===== src/rtl/vec_issue_ctrl_pkg.sv =====
// rtl/vec_issue_ctrl_pkg.sv - shared vector control definitions
package vec_issue_ctrl_pkg;

    typedef enum logic [6:0] {
        OPC_V = 7'h57
    } v_opcode_e;

    typedef enum logic [2:0] {
        F3_OPIVV = 3'b000,
        F3_OPFVV = 3'b001,
        F3_OPMVV = 3'b010,
        F3_OPIVI = 3'b011,
        F3_OPIVX = 3'b100,
        F3_OPFVF = 3'b101,
        F3_OPMVX = 3'b110,
        F3_OPCFG = 3'b111
    } v_func3_e;

    typedef enum logic [1:0] {
        S_IDLE,
        S_CFG,
        S_ISSUE
    } ctrl_state_e;

    localparam int VLMUL_LSB      = 0;
    localparam int VLMUL_MSB      = 2;
    localparam int VSEW_LSB       = 3;
    localparam int VSEW_MSB       = 5;
    localparam int VTYPE_RSVD_LSB = 6;

    localparam logic [2:0] VSEW_MAX  = 3'd2;
    localparam logic [2:0] VLMUL_MAX = 3'd3;

    function automatic int vill_bit(input int xlen);
        return xlen - 1;
    endfunction

endpackage


===== src/rtl/vec_issue_ctrl_vl_calc.sv =====
// rtl/vec_issue_ctrl_vl_calc.sv - vtype legality, VLMAX, AVL select and vl clamp
module vec_vl_calc #(
    parameter int XLEN = 32,
    parameter int VLEN = 512
) (
    input  logic [XLEN-1:0] i_vtype,
    input  logic            i_is_imm,
    input  logic [4:0]      i_rs1_field,
    input  logic [4:0]      i_rd_field,
    input  logic [XLEN-1:0] i_rs1_val,
    input  logic [XLEN-1:0] i_cur_vl,
    output logic            o_legal,
    output logic [XLEN-1:0] o_vl,
    output logic [XLEN-1:0] o_vtype
);
    import vec_issue_ctrl_pkg::*;

    localparam logic [XLEN-1:0] VLEN_X     = XLEN'(VLEN);
    localparam logic [XLEN-1:0] VILL_VTYPE = {1'b1, {(XLEN-1){1'b0}}};

    logic [2:0]      w_vlmul;
    logic [2:0]      w_vsew;
    logic [3:0]      w_shr;
    logic [XLEN-1:0] w_vlmax;
    logic [XLEN-1:0] w_avl;
    logic [XLEN-1:0] w_clamped;

    assign w_vlmul = i_vtype[VLMUL_MSB:VLMUL_LSB];
    assign w_vsew  = i_vtype[VSEW_MSB:VSEW_LSB];

    // A requested vill bit is treated like any other reserved bit.
    assign o_legal = (w_vsew <= VSEW_MAX) && (w_vlmul <= VLMUL_MAX) &&
                     (i_vtype[XLEN-1:VTYPE_RSVD_LSB] == '0);

    assign w_shr   = {1'b0, w_vsew} + 4'd3;
    assign w_vlmax = (VLEN_X << w_vlmul) >> w_shr;

    always_comb begin
        w_avl = i_cur_vl;
        if (i_is_imm) begin
            w_avl = {{(XLEN-5){1'b0}}, i_rs1_field};
        end else if (i_rs1_field != 5'd0) begin
            w_avl = i_rs1_val;
        end else if (i_rd_field != 5'd0) begin
            w_avl = w_vlmax;
        end
    end

    assign w_clamped = (w_avl < w_vlmax) ? w_avl : w_vlmax;
    assign o_vl      = o_legal ? w_clamped : '0;
    assign o_vtype   = o_legal ? i_vtype : VILL_VTYPE;

endmodule


===== src/rtl/vec_issue_ctrl.sv =====
// rtl/vec_issue_ctrl.sv - single-issue vector controller owning vl/vtype
module vec_issue_ctrl #(
    parameter int XLEN  = 32,
    parameter int VLEN  = 512,
    parameter int LANES = 4,
    parameter int IDXW  = $clog2(VLEN) + 1
) (
    input  logic                    clk,
    input  logic                    reset,
    input  logic                    inst_valid,
    output logic                    inst_ready,
    input  logic [XLEN-1:0]         vec_inst,
    input  logic [XLEN-1:0]         rs1_i,
    input  logic [XLEN-1:0]         rs2_i,
    output logic [XLEN-1:0]         csr_vl,
    output logic [XLEN-1:0]         csr_vtype,
    output logic                    rd_wr_en,
    output logic [4:0]              rd_addr,
    output logic [XLEN-1:0]         rd_data,
    output logic                    uop_valid,
    input  logic                    uop_ready,
    output logic [XLEN-1:0]         uop_inst,
    output logic [IDXW-1:0]         uop_elem_idx,
    output logic [$clog2(LANES):0]  uop_elem_cnt,
    output logic                    uop_last,
    output logic                    done,
    output logic                    illegal
);
    import vec_issue_ctrl_pkg::*;

    localparam int              CNTW       = $clog2(LANES) + 1;
    localparam logic [XLEN-1:0] VILL_VTYPE = {1'b1, {(XLEN-1){1'b0}}};

    ctrl_state_e     r_state;
    ctrl_state_e     w_state_nxt;
    logic [XLEN-1:0] r_inst;
    logic [XLEN-1:0] r_rs1;
    logic [XLEN-1:0] r_rs2;
    logic [XLEN-1:0] r_csr_vl;
    logic [XLEN-1:0] r_csr_vtype;
    logic [IDXW-1:0] r_elem_idx;
    logic            r_done_pend;
    logic            r_illegal;

    logic            w_accept;
    logic            w_in_is_v;
    logic            w_in_is_cfg;
    logic            w_issue_skip;
    logic [XLEN-1:0] w_cfg_vtype;
    logic            w_cfg_is_imm;
    logic            w_cfg_legal;
    logic [XLEN-1:0] w_cfg_vl;
    logic [XLEN-1:0] w_cfg_vtype_out;
    logic [XLEN-1:0] w_idx_x;
    logic [XLEN-1:0] w_remain;
    logic [CNTW-1:0] w_cnt;
    logic            w_last;
    logic [4:0]      w_rd;

    assign w_accept     = inst_valid && (r_state == S_IDLE);
    assign w_in_is_v    = (vec_inst[6:0] == OPC_V);
    assign w_in_is_cfg  = w_in_is_v && (vec_inst[14:12] == F3_OPCFG);
    assign w_issue_skip = (r_csr_vl == '0) || r_csr_vtype[vill_bit(XLEN)];
    assign w_rd         = r_inst[11:7];

    // vsetvli carries an 11-bit zimm, vsetivli a 10-bit one, vsetvl uses rs2.
    assign w_cfg_is_imm = r_inst[31] && r_inst[30];
    always_comb begin
        w_cfg_vtype = r_rs2;
        if (!r_inst[31]) begin
            w_cfg_vtype = {{(XLEN-11){1'b0}}, r_inst[30:20]};
        end else if (r_inst[30]) begin
            w_cfg_vtype = {{(XLEN-10){1'b0}}, r_inst[29:20]};
        end
    end

    vec_vl_calc #(
        .XLEN (XLEN),
        .VLEN (VLEN)
    ) u_vl_calc (
        .i_vtype     (w_cfg_vtype),
        .i_is_imm    (w_cfg_is_imm),
        .i_rs1_field (r_inst[19:15]),
        .i_rd_field  (w_rd),
        .i_rs1_val   (r_rs1),
        .i_cur_vl    (r_csr_vl),
        .o_legal     (w_cfg_legal),
        .o_vl        (w_cfg_vl),
        .o_vtype     (w_cfg_vtype_out)
    );

    assign w_idx_x  = XLEN'(r_elem_idx);
    assign w_remain = r_csr_vl - w_idx_x;
    assign w_cnt    = (w_remain >= XLEN'(LANES)) ? CNTW'(LANES) : w_remain[CNTW-1:0];
    assign w_last   = (w_idx_x + XLEN'(LANES)) >= r_csr_vl;

    always_ff @(posedge clk or posedge reset) begin
        if (reset) begin
            r_state <= S_IDLE;
        end else begin
            r_state <= w_state_nxt;
        end
    end

    always_comb begin
        w_state_nxt  = r_state;
        inst_ready   = 1'b0;
        rd_wr_en     = 1'b0;
        rd_data      = '0;
        uop_valid    = 1'b0;
        uop_elem_cnt = '0;
        uop_last     = 1'b0;
        done         = r_done_pend;
        case (r_state)
            S_IDLE: begin
                inst_ready = 1'b1;
                if (inst_valid && w_in_is_cfg) begin
                    w_state_nxt = S_CFG;
                end else if (inst_valid && w_in_is_v && !w_issue_skip) begin
                    w_state_nxt = S_ISSUE;
                end
            end
            S_CFG: begin
                rd_wr_en    = (w_rd != 5'd0);
                rd_data     = w_cfg_vl;
                done        = 1'b1;
                w_state_nxt = S_IDLE;
            end
            S_ISSUE: begin
                uop_valid    = 1'b1;
                uop_elem_cnt = w_cnt;
                uop_last     = w_last;
                if (uop_ready && w_last) begin
                    done        = 1'b1;
                    w_state_nxt = S_IDLE;
                end
            end
            default: w_state_nxt = S_IDLE;
        endcase
    end

    always_ff @(posedge clk or posedge reset) begin
        if (reset) begin
            r_inst      <= '0;
            r_rs1       <= '0;
            r_rs2       <= '0;
            r_csr_vl    <= '0;
            r_csr_vtype <= VILL_VTYPE;
            r_elem_idx  <= '0;
            r_done_pend <= 1'b0;
            r_illegal   <= 1'b0;
        end else begin
            r_done_pend <= 1'b0;
            r_illegal   <= 1'b0;
            if (w_accept) begin
                r_inst     <= vec_inst;
                r_rs1      <= rs1_i;
                r_rs2      <= rs2_i;
                r_elem_idx <= '0;
                if (!w_in_is_v) begin
                    r_illegal <= 1'b1;
                end else if (!w_in_is_cfg && w_issue_skip) begin
                    r_done_pend <= 1'b1;
                end
            end
            if (r_state == S_CFG) begin
                r_csr_vl    <= w_cfg_vl;
                r_csr_vtype <= w_cfg_vtype_out;
            end
            if ((r_state == S_ISSUE) && uop_ready && !w_last) begin
                r_elem_idx <= r_elem_idx + IDXW'(LANES);
            end
        end
    end

    assign csr_vl       = r_csr_vl;
    assign csr_vtype    = r_csr_vtype;
    assign rd_addr      = w_rd;
    assign uop_inst     = r_inst;
    assign uop_elem_idx = r_elem_idx;
    assign illegal      = r_illegal;

endmodule


===== config.mk =====
export PLATFORM = sky130hd
export DESIGN_NAME = vec_issue_ctrl
export DESIGN_NICKNAME = d
export VERILOG_FILES = /design/src/rtl/vec_issue_ctrl_pkg.sv /design/src/rtl/vec_issue_ctrl_vl_calc.sv /design/src/rtl/vec_issue_ctrl.sv
export SDC_FILE = /design/constraint.sdc
export NUM_CORES = 1
export LEC_CHECK = 0
export ABC_CLOCK_PERIOD_IN_PS = 10930
export CAP_MARGIN = 25
export CORE_ASPECT_RATIO = 0.75
export CORE_MARGIN = 1
export CORE_UTILIZATION = 38
export DETAILED_ROUTE_END_ITERATION = 10
export PLACE_DENSITY = 0.66
export SYNTH_ARGS = -nofsm -noshare
export SYNTH_HDL_FRONTEND = slang
export SYNTH_SLANG_ARGS = --single-unit

===== constraint.sdc =====
create_clock -name clk -period 10.93 [get_ports clk]
set_input_delay 2.7325 -clock clk [delete_from_list [all_inputs] [get_ports clk]]
set_output_delay 2.7325 -clock clk [all_outputs]
set_load 0.02 [all_outputs]

**Word-level counts from Yosys, hierarchy flattened**

Cells that the tools add are included.

- Flip-flop bits (word level): 174
- Output and inout port bits: 152

- Shifts and indexed selects: 2
- Add/sub/neg operators: 4
- Muxes and demuxes: 28
- Order comparisons: 5
- Reductions and logical operators: 23
- Eq/ne operators: 6

Operators by type and width:

| kind | count |
|---|---|
| $mux W32 | 9 |
| $ge A11 B32 Y1 | 1 |
| $ge A32 B3 Y1 const B | 1 |
| $logic_not A32 Y1 | 1 |
| $lt A32 B32 Y1 | 1 |
| $shl A10 B3 Y32 const A | 1 |
| $shr A32 B4 Y32 | 1 |
| $sub A32 B10 Y32 | 1 |
| $logic_not A26 Y1 | 1 |
| $mux W10 | 2 |
| $logic_and A1 B1 Y1 | 12 |
| $add A10 B3 Y11 const B | 1 |
| $add A10 B3 Y10 const B | 1 |
| $mux W1 | 10 |
| $reduce_bool A5 Y1 | 2 |
| $eq A7 B7 Y1 const B | 1 |
| $le A3 B2 Y1 const B | 2 |
| $mux W2 | 3 |
| $mux W3 | 2 |
| $add A3 B2 Y4 const B | 1 |
| $pmux W2 S2 | 1 |
| $eq A3 B3 Y1 const B | 1 |
| $logic_not A1 Y1 | 3 |
| $ne A3 B1 Y1 const B | 1 |
| other kinds (8) | 8 |

**Logic depth before layout (Yosys ltp)**

Gate-level depths: netlist of run 1.

- Depth after elaboration: 11
- Depth in mapped cells: 20
- Gate-level depth less buffers: 16

**Cells and area by module**

Synthesis of run 1 repeated with hierarchy kept, for this count alone.

- Cells, all modules: 952
- Area total of the unflattened synthesis: 10079.7 um^2

Modules (own cells, without submodules):

| module | cells an instance | area an instance (um^2) | times used |
|---|---|---|---|
| vec_issue_ctrl | 684 | 8401.8 | 1 |
| vec_vl_calc | 268 | 1677.9 | 1 |

**Least setup slack after synthesis of run 1**

No wires, ideal clock.

- Path type: flip-flop to output port
- From: reg r_inst[30] (netlist: uop_inst[30])
- To: out rd_data[10]
- Data required time: 8198 ps
- Path slack: 4149 ps
- Buffers on the path: 3
- Data arrival time: 4049 ps
- Stages on the path, launching flop included: 17
- Cell sequence: dfrtp_1 -> clkbuf_1 -> nand2b_1 -> clkbuf_1 -> mux2_2 -> a221oi_1 -> a21oi_1 -> nor2_1 -> o211ai_1 -> ha_1 -> a21o_1 -> a21oi_1 -> nor2b_1 -> o31ai_1 -> o211ai_2 -> buf_2 -> nor3_1

- Longest elaborated chain between the ends: 11

Ends and longest elaborated chain:

| element | line | source |
|---|---|---|
| from (decl) | vec_issue_ctrl.sv:36 | `logic [XLEN-1:0] r_inst;` |
| from (signal assigned) | vec_issue_ctrl.sv:156 | `r_inst <= vec_inst;` |
| $mux W32 | vec_issue_ctrl.sv:72 | `end else if (r_inst[30]) begin` |
| $mux W32 | vec_issue_ctrl.sv:70 | `if (!r_inst[31]) begin` |
| $add A3 B2 Y4 or $shl A10 B3 Y32 (tied branches) | vec_issue_ctrl_vl_calc.sv:35, vec_issue_ctrl_vl_calc.sv:36 |  |
| $shr A32 B4 Y32 | vec_issue_ctrl_vl_calc.sv:36 | `assign w_vlmax = (VLEN_X << w_vlmul) >> w_shr;` |
| $mux W32 | vec_issue_ctrl_vl_calc.sv:44 | `end else if (i_rd_field != 5'd0) begin` |
| $mux W32 | vec_issue_ctrl_vl_calc.sv:42 | `end else if (i_rs1_field != 5'd0) begin` |
| $mux W32 | vec_issue_ctrl_vl_calc.sv:40 | `if (i_is_imm) begin` |
| $lt A32 B32 Y1 | vec_issue_ctrl_vl_calc.sv:49 | `assign w_clamped = (w_avl < w_vlmax) ? w_avl : w_vlmax;` |
| $mux W32 | vec_issue_ctrl_vl_calc.sv:49 |  |
| $mux W32 * | vec_issue_ctrl_vl_calc.sv:50 | `assign o_vl = o_legal ? w_clamped : '0;` |
| $mux W32 * | vec_issue_ctrl.sv:114 | `case (r_state)` |
| to (decl) | vec_issue_ctrl.sv:19 | `output logic [XLEN-1:0] rd_data,` |

Every way passes the cells marked *; elsewhere a longest branch is shown, timed or not.

**Final worst setup path of run 1**

- From: reg r_inst[31] (netlist: uop_inst[31])
- To: out rd_data[11]

- Longest elaborated chain between the ends: 10

Ends and longest elaborated chain:

| element | line |
|---|---|
| $mux W32 | vec_issue_ctrl.sv:70 |
| $add A3 B2 Y4 or $shl A10 B3 Y32 (tied branches) | vec_issue_ctrl_vl_calc.sv:35, vec_issue_ctrl_vl_calc.sv:36 |
| $shr A32 B4 Y32 | vec_issue_ctrl_vl_calc.sv:36 |
| $mux W32 | vec_issue_ctrl_vl_calc.sv:44 |
| $mux W32 | vec_issue_ctrl_vl_calc.sv:42 |
| $mux W32 | vec_issue_ctrl_vl_calc.sv:40 |
| $lt A32 B32 Y1 | vec_issue_ctrl_vl_calc.sv:49 |
| $mux W32 | vec_issue_ctrl_vl_calc.sv:49 |
| $mux W32 * | vec_issue_ctrl_vl_calc.sv:50 |
| $mux W32 * | vec_issue_ctrl.sv:114 |

Marked as above.

==> flow_summary.json, run 1 <==
{
  "whs_ns": 0.4871,
  "status": "completed",
  "path_class": "reg2out",
  "combPwrFrac_pct": 18.4,
  "synthArstFlopShare_pct": 100.0,
  "cap_violations": 0,
  "p_clk_share_pct": 37.6,
  "setup_tns_ns": 0,
  "cellLeakagePower_nw": 5.263,
  "nFillCells": 2092,
  "syn_inst": 873,
  "pin_count": 252,
  "r2r_setup_slack_ns": 6.66,
  "synth-seq-cells": 172,
  "synth_top_area_share_pct": 46.73,
  "yosysMostFrequentCell": "dfrtp_1",
  "insertion_delay_ns": 0.44,
  "via_count": 7436,
  "drt-wirelength-per-cell_um": 18.44,
  "cts_setup_buffers": 0,
  "nets": 1225,
  "io_buffers": 231,
  "peakVddDrop_uv": 109.7,
  "p_int_mw": 1.159,
  "synth_ff_type": "dfrtp_1",
  "post_cts_resized": 0,
  "yosys-top-cells-area": "dfrtp_1, mux2_2, ha_1, nor2b_1, nor2_1",
  "cts_tree": "built",
  "synth_edf_count": 0,
  "net-switching-power_mw": 0.4481,
  "finalWorstSetupSlack_ns": 3.069,
  "root_buffer": "clkbuf_16",
  "synthTopCellsByCount": "dfrtp_1, mux2_2, nor2_1, nand2_1, nor2b_1",
  "timing.max_slew.rel_slack_pct": 39.82,
  "area_growth_pct": 34.52,
  "hold_buffers": 0,
  "die_x_um": 181.2,
  "syn_avg_cell_area_um2": 10.49,
  "grt_overflow": 0,
  "ys_seq_area_share_pct": 47.02,
  "antenna_found_initial": 1,
  "worst-slew-pin-transition_ns": 0.9026,
  "required_ns": 8.20,
  "hold_path.class": "reg2reg",
  "synth_top_cell_by_area": "dfrtp_1",
  "seqPwrFrac_pct": 44.0,
  "start_kind": "flop",
  "setup.worst_path.end_class": "output port",
  "die_area_um2": 24730,
  "clock-sinks": 172,
  "synth_cell_types": 68,
  "slew_viol_final": 0,
  "syn-cell-area_um2": 9156,
  "vias_per_cell": 5.300,
  "drc": 0,
  "clock_skew_ns": 0.008136,
  "row_count": 48,
  "gp_congestion": 0.9153,
  "crit_arrival_ns": 5.13,
  "start_util_pct": 39.29,
  "hold_violations": 0,
  "swShare_pct": 27.89,
  "setup_viol": 0,
  "grt.total_usage_pct": 21.61,
  "path_clk_slew_ns": 0.06,
  "dp_slack_ns": 3.597,
  "finalCritPeriodShare_pct": 71.92,
  "finish.utilization_pct": 52.86,
  "rsz0062_at_grt": "false",
  "fin_crit_ns": 7.861,
  "ant_nets": 0,
  "power_per_cell_area_nw_per_um2": 130.5,
  "dp_cells": 1368,
  "ctsHtreeMaxLevel": 4,
  "die_height_um": 136.4,
  "first_iter_violations": 420,
  "drive_gt1_share_pct": 14.07,
  "worstPathMaxFanout": 16,
  "cts_buffer_depth": 2,
  "core_um2": 23300,
  "synth_warnings": 0,
  "finalNonFillerCells": 1403,
  "cts_made_buffers": 17,
  "wl_mm": 25.87,
  "grt_first_pass_wirelength_mm": 41.14,
  "hpwl_mm": 19.25,
  "firstDrtPassIters": 5,
  "first_global_vias": 7286,
  "max_freq_mhz": 127.2,
  "grt_max_degree": 98
}
sequential cells by signal (all words and copies together) (netlist names):
name and cells:
r_rs1 32, csr_vtype 32, illegal 1, uop_inst 32, r_done_pend 1, csr_vl 32
uop_elem_idx 8, r_state 2, r_rs2 32
final timing paths:
kind,start,endpoint,cells past startpoint
max,uop_inst[31],rd_data[11],15
min,csr_vtype[4],csr_vtype[4],1
max in group asynchronous,reset,csr_vl[11],4
max reg2reg,uop_inst[31],csr_vl[9],15
min in group asynchronous,reset,uop_inst[2],2
min reg2reg,csr_vtype[4],csr_vtype[4],1
cells in the final DEF (no fill, tap or decap), drive strengths merged, types with 28 or more instances in the layout:
master / n
a21oi: 32
clkdlybuf4s50: 231
dfrtp: 171
ha: 36
inv: 46
mux2: 99
nand2: 52
nor2: 53
nor2b: 50
nor3: 28
per-layer routing:
metal  GRT usage [%]  up-vias  wire length [µm]
met2           30.85      286             10660
met1           30.30     3603             12450
met3           8.304       25              2439
met4           5.791        0               323
li1                -     3522                 -
met5               0        -                 0
critical path, stage by stage, from the launching register on:
cell and delay (ns):
dfrtp_1 0.49, nor2b_1 0.47, buf_4 0.30, o21ai_1 0.19
a222oi_1 0.53, o22ai_1 0.23, o211ai_1 0.21, a21oi_1 0.12
ha_1 0.32, nand4_1 0.13, nor2_1 0.06, o31ai_1 0.23
o211ai_2 0.18, buf_8 0.21, nor3_1 0.34, clkdlybuf4s50_1 0.69
power groups by stage:
| stage | Sequential [mW] | Combinational (mW) | Clock [mW] |
|---|---|---|---|
| after CTS | 0.707 | 0.294 | 0.620 |
| after global placement | 0.718 | 0.288 | 0 |
| after floorplan | 0.724 | 0.171 | 0 |
| final | 0.707 | 0.296 | 0.604 |
| after global routing | 0.713 | 0.322 | 0.642 |
| after detailed placement | 0.719 | 0.292 | 0 |
area by class of cell:
class,count,area (µm²),area share (%)
Clock inverter,11,107.6,0.8736
Multi-Input combinational cell,612,4429,35.96
Timing Repair Buffer,243,2450,19.89
Clock buffer,21,480.5,3.901
Inverter,43,166.4,1.351
Tap cell,300,375.4,3.048
Antenna cell,1,2.502,0.02032
Sequential cell,172,4305,34.96
logic make-up (layout without fill, tap and decap cells):
kind of cell	Yosys count	count (layout)	share of synthesized area (%)
AND/OR/NAND/NOR	277	277	16.14
flip-flops	172	172	47.02
AO/OA/AOI/OAI	145	145	10.73
multiplexers	117	117	14.14
buffers and inverters	109	318	5.534
adder cells (fa/ha/maj)	36	36	4.919
XOR/XNOR	15	15	1.435
other	2	23	0.08202
stage by stage:
| step | total power, mW | area (µm²) |
|---|---|---|
| detailed placement | 1.011 | 11670 |
| finish | 1.607 | 12320 |
| floorplan | 0.8954 | 9231 |
| global placement | 1.007 | 11660 |
| global route | 1.677 | 12310 |
| CTS | 1.620 | 12260 |
Note: power is estimated with default switching activity, not from simulation.
==> run 2: changes to the inputs <==
ABC_CLOCK_PERIOD_IN_PS = 8200   (was 10930)
clock period = 8.2 ns   (was 10.93 ns; I/O delays follow)
==> run 2 against run 1 <==
Worst setup slack got worse by 2.6 ns. Routed wire length did not move. Via count fell by 1.5%. Flip-flop and latch count did not move. Sequential share of layout area rose by 0.40 points. Global-route usage barely moved. First-iteration DRC count rose by 3.6%. Sequential power rose by 33%. Non-clock buffer count fell by 5. Critical endpoint is now rd_data[1]. Largest cell class unchanged. Highest routed layer unchanged.
==> flow_summary.json, run 2 (same netlist as run 1, synthesis figures left out) <==
{
  "path_class": "reg2out",
  "firstDrtPassIters": 4,
  "required_ns": 6.15,
  "ant_nets": 0,
  "drive_gt1_share_pct": 13.23,
  "path_clk_slew_ns": 0.06,
  "row_count": 48,
  "wl_mm": 25.87,
  "die_x_um": 181.2,
  "timing.max_slew.rel_slack_pct": 29.50,
  "clock-sinks": 172,
  "cellLeakagePower_nw": 5.177,
  "clock_skew_ns": 0.01488,
  "cts_tree": "built",
  "cts_made_buffers": 17,
  "cts_setup_buffers": 0,
  "crit_arrival_ns": 5.72,
  "io_buffers": 231,
  "die_height_um": 136.4,
  "cts_buffer_depth": 2,
  "die_area_um2": 24730,
  "slew_viol_final": 0,
  "place_area_um2": 11630,
  "setup_tns_ns": 0,
  "power_per_cell_area_nw_per_um2": 169.1,
  "rsz0062_at_grt": "false",
  "peakVddDrop_uv": 142.6,
  "finish.utilization_pct": 52.26,
  "layout_common_cells": "clkdlybuf4s50_1, dfrtp_1, mux2_2, nor2_1, nand2_1",
  "worstPathMaxFanout": 18,
  "root_buffer": "clkbuf_16",
  "start_kind": "flop",
  "hpwl_mm": 19.29,
  "area_growth_pct": 32.99,
  "worst-slew-pin-transition_ns": 1.053,
  "via_count": 7326,
  "drt-wirelength-per-cell_um": 18.51,
  "final_area_um2": 12180,
  "drc": 0,
  "final_common_cell": "clkdlybuf4s50_1",
  "cap_violations": 0,
  "first_iter_violations": 435,
  "gp_congestion": 0.8885,
  "hold_path.class": "reg2reg",
  "grt_overflow": 0,
  "start_util_pct": 39.29,
  "grt_first_pass_wirelength_mm": 40.63,
  "grt_max_degree": 104,
  "vias_per_cell": 5.240,
  "pin_count": 252,
  "finalCritPeriodShare_pct": 94.80,
  "nets": 1220,
  "insertion_delay_ns": 0.44,
  "fin_crit_ns": 7.774,
  "setup.worst_path.end_class": "output port",
  "max_freq_mhz": 128.6,
  "antenna_found_initial": 2,
  "grt.total_usage_pct": 21.58,
  "ctsHtreeMaxLevel": 4,
  "core_um2": 23300,
  "setup_viol": 0,
  "status": "completed",
  "hold_violations": 0,
  "post_cts_resized": 0,
  "hold_buffers": 0,
  "first_global_vias": 7219
}
==> run 2: cell count changes in the layout (fill, tap and decap cells not counted), moves of 3 or more <==
cell	change
buf_4	-3
clkbuf_1	+4
clkbuf_8	-4
clkinv_4	-3
clkinvlp_4	+3
==> run 2: final timing paths <==
| path | startpoint | to | slack (ns) | depth (start not counted) |
|---|---|---|---|---|
| max | uop_inst[30] | rd_data[1] | 0.43 | 14 |
| min | csr_vtype[3] | csr_vtype[3] | 0.49 | 1 |
| max reg2reg | uop_inst[30] | csr_vl[2] | 3.41 | 13 |
| min reg2reg | csr_vtype[3] | csr_vtype[3] | 0.49 | 1 |
| max in group asynchronous | reset | r_rs1[13] | 4.70 | 4 |
| min in group asynchronous | reset | uop_inst[3] | 1.90 | 2 |
==> run 2: power breakdown <==
group	leakage, nW	total (mW)	switching [mW]	internal, mW
combinational	2.76	0.386	0.200	0.186
sequential	2.18	0.943	0.0426	0.900
clock	0.236	0.730	0.344	0.385
==> run 2: worst max-delay path, stage by stage, from the launching register on <==
cell and delay (ns):
dfrtp_1 0.49, nand2b_1 0.33, a31oi_1 0.85, nand2_1 0.27
o22ai_1 0.43, o211ai_1 0.13, a21oi_1 0.32, ha_1 0.20
nand4_1 0.12, nor2_1 0.12, nand2_1 0.07, o211ai_2 0.81
mux2i_1 0.26, nor2_1 0.18, clkdlybuf4s50_1 0.69
==> run 2: layout make-up <==
cell class / count / area (µm²)
fill: 2129 / 11130
multi-input combinational: 612 / 4429
sequential: 172 / 4305
timing repair buffer: 238 / 2385
clock buffer: 21 / 440.4
tap: 300 / 375.4
inverter: 43 / 166.4
clock inverter: 10 / 70.07
antenna: 2 / 5.005
==> run 2: metal layers <==
layer | track usage, % | share of wire, % | up-vias | routed length [µm]
met1 | 29.95 | 48 | 3539 | 12300
met3 | 8.117 | 9.2 | 23 | 2372
li1 | - | - | 3514 | -
met5 | 0 | 0 | - | 0
met2 | 30.96 | 42 | 250 | 10860
met4 | 6.544 | 1.3 | 0 | 340
==> run 2: stage by stage <==
step	power (mW)	worst slack [ns]	hold WS, ns	instances
5_1_grt	2.155	0.09910	0.5071	1396
2_1_floorplan	1.193	1.492	0.4706	893
6_report	2.059	0.4261	0.4934	1398
4_1_cts	2.081	0.5187	0.4925	1395
3_5_place_dp	1.343	1.029	0.4779	1364
3_3_place_gp	1.339	1.002	0.4755	1364
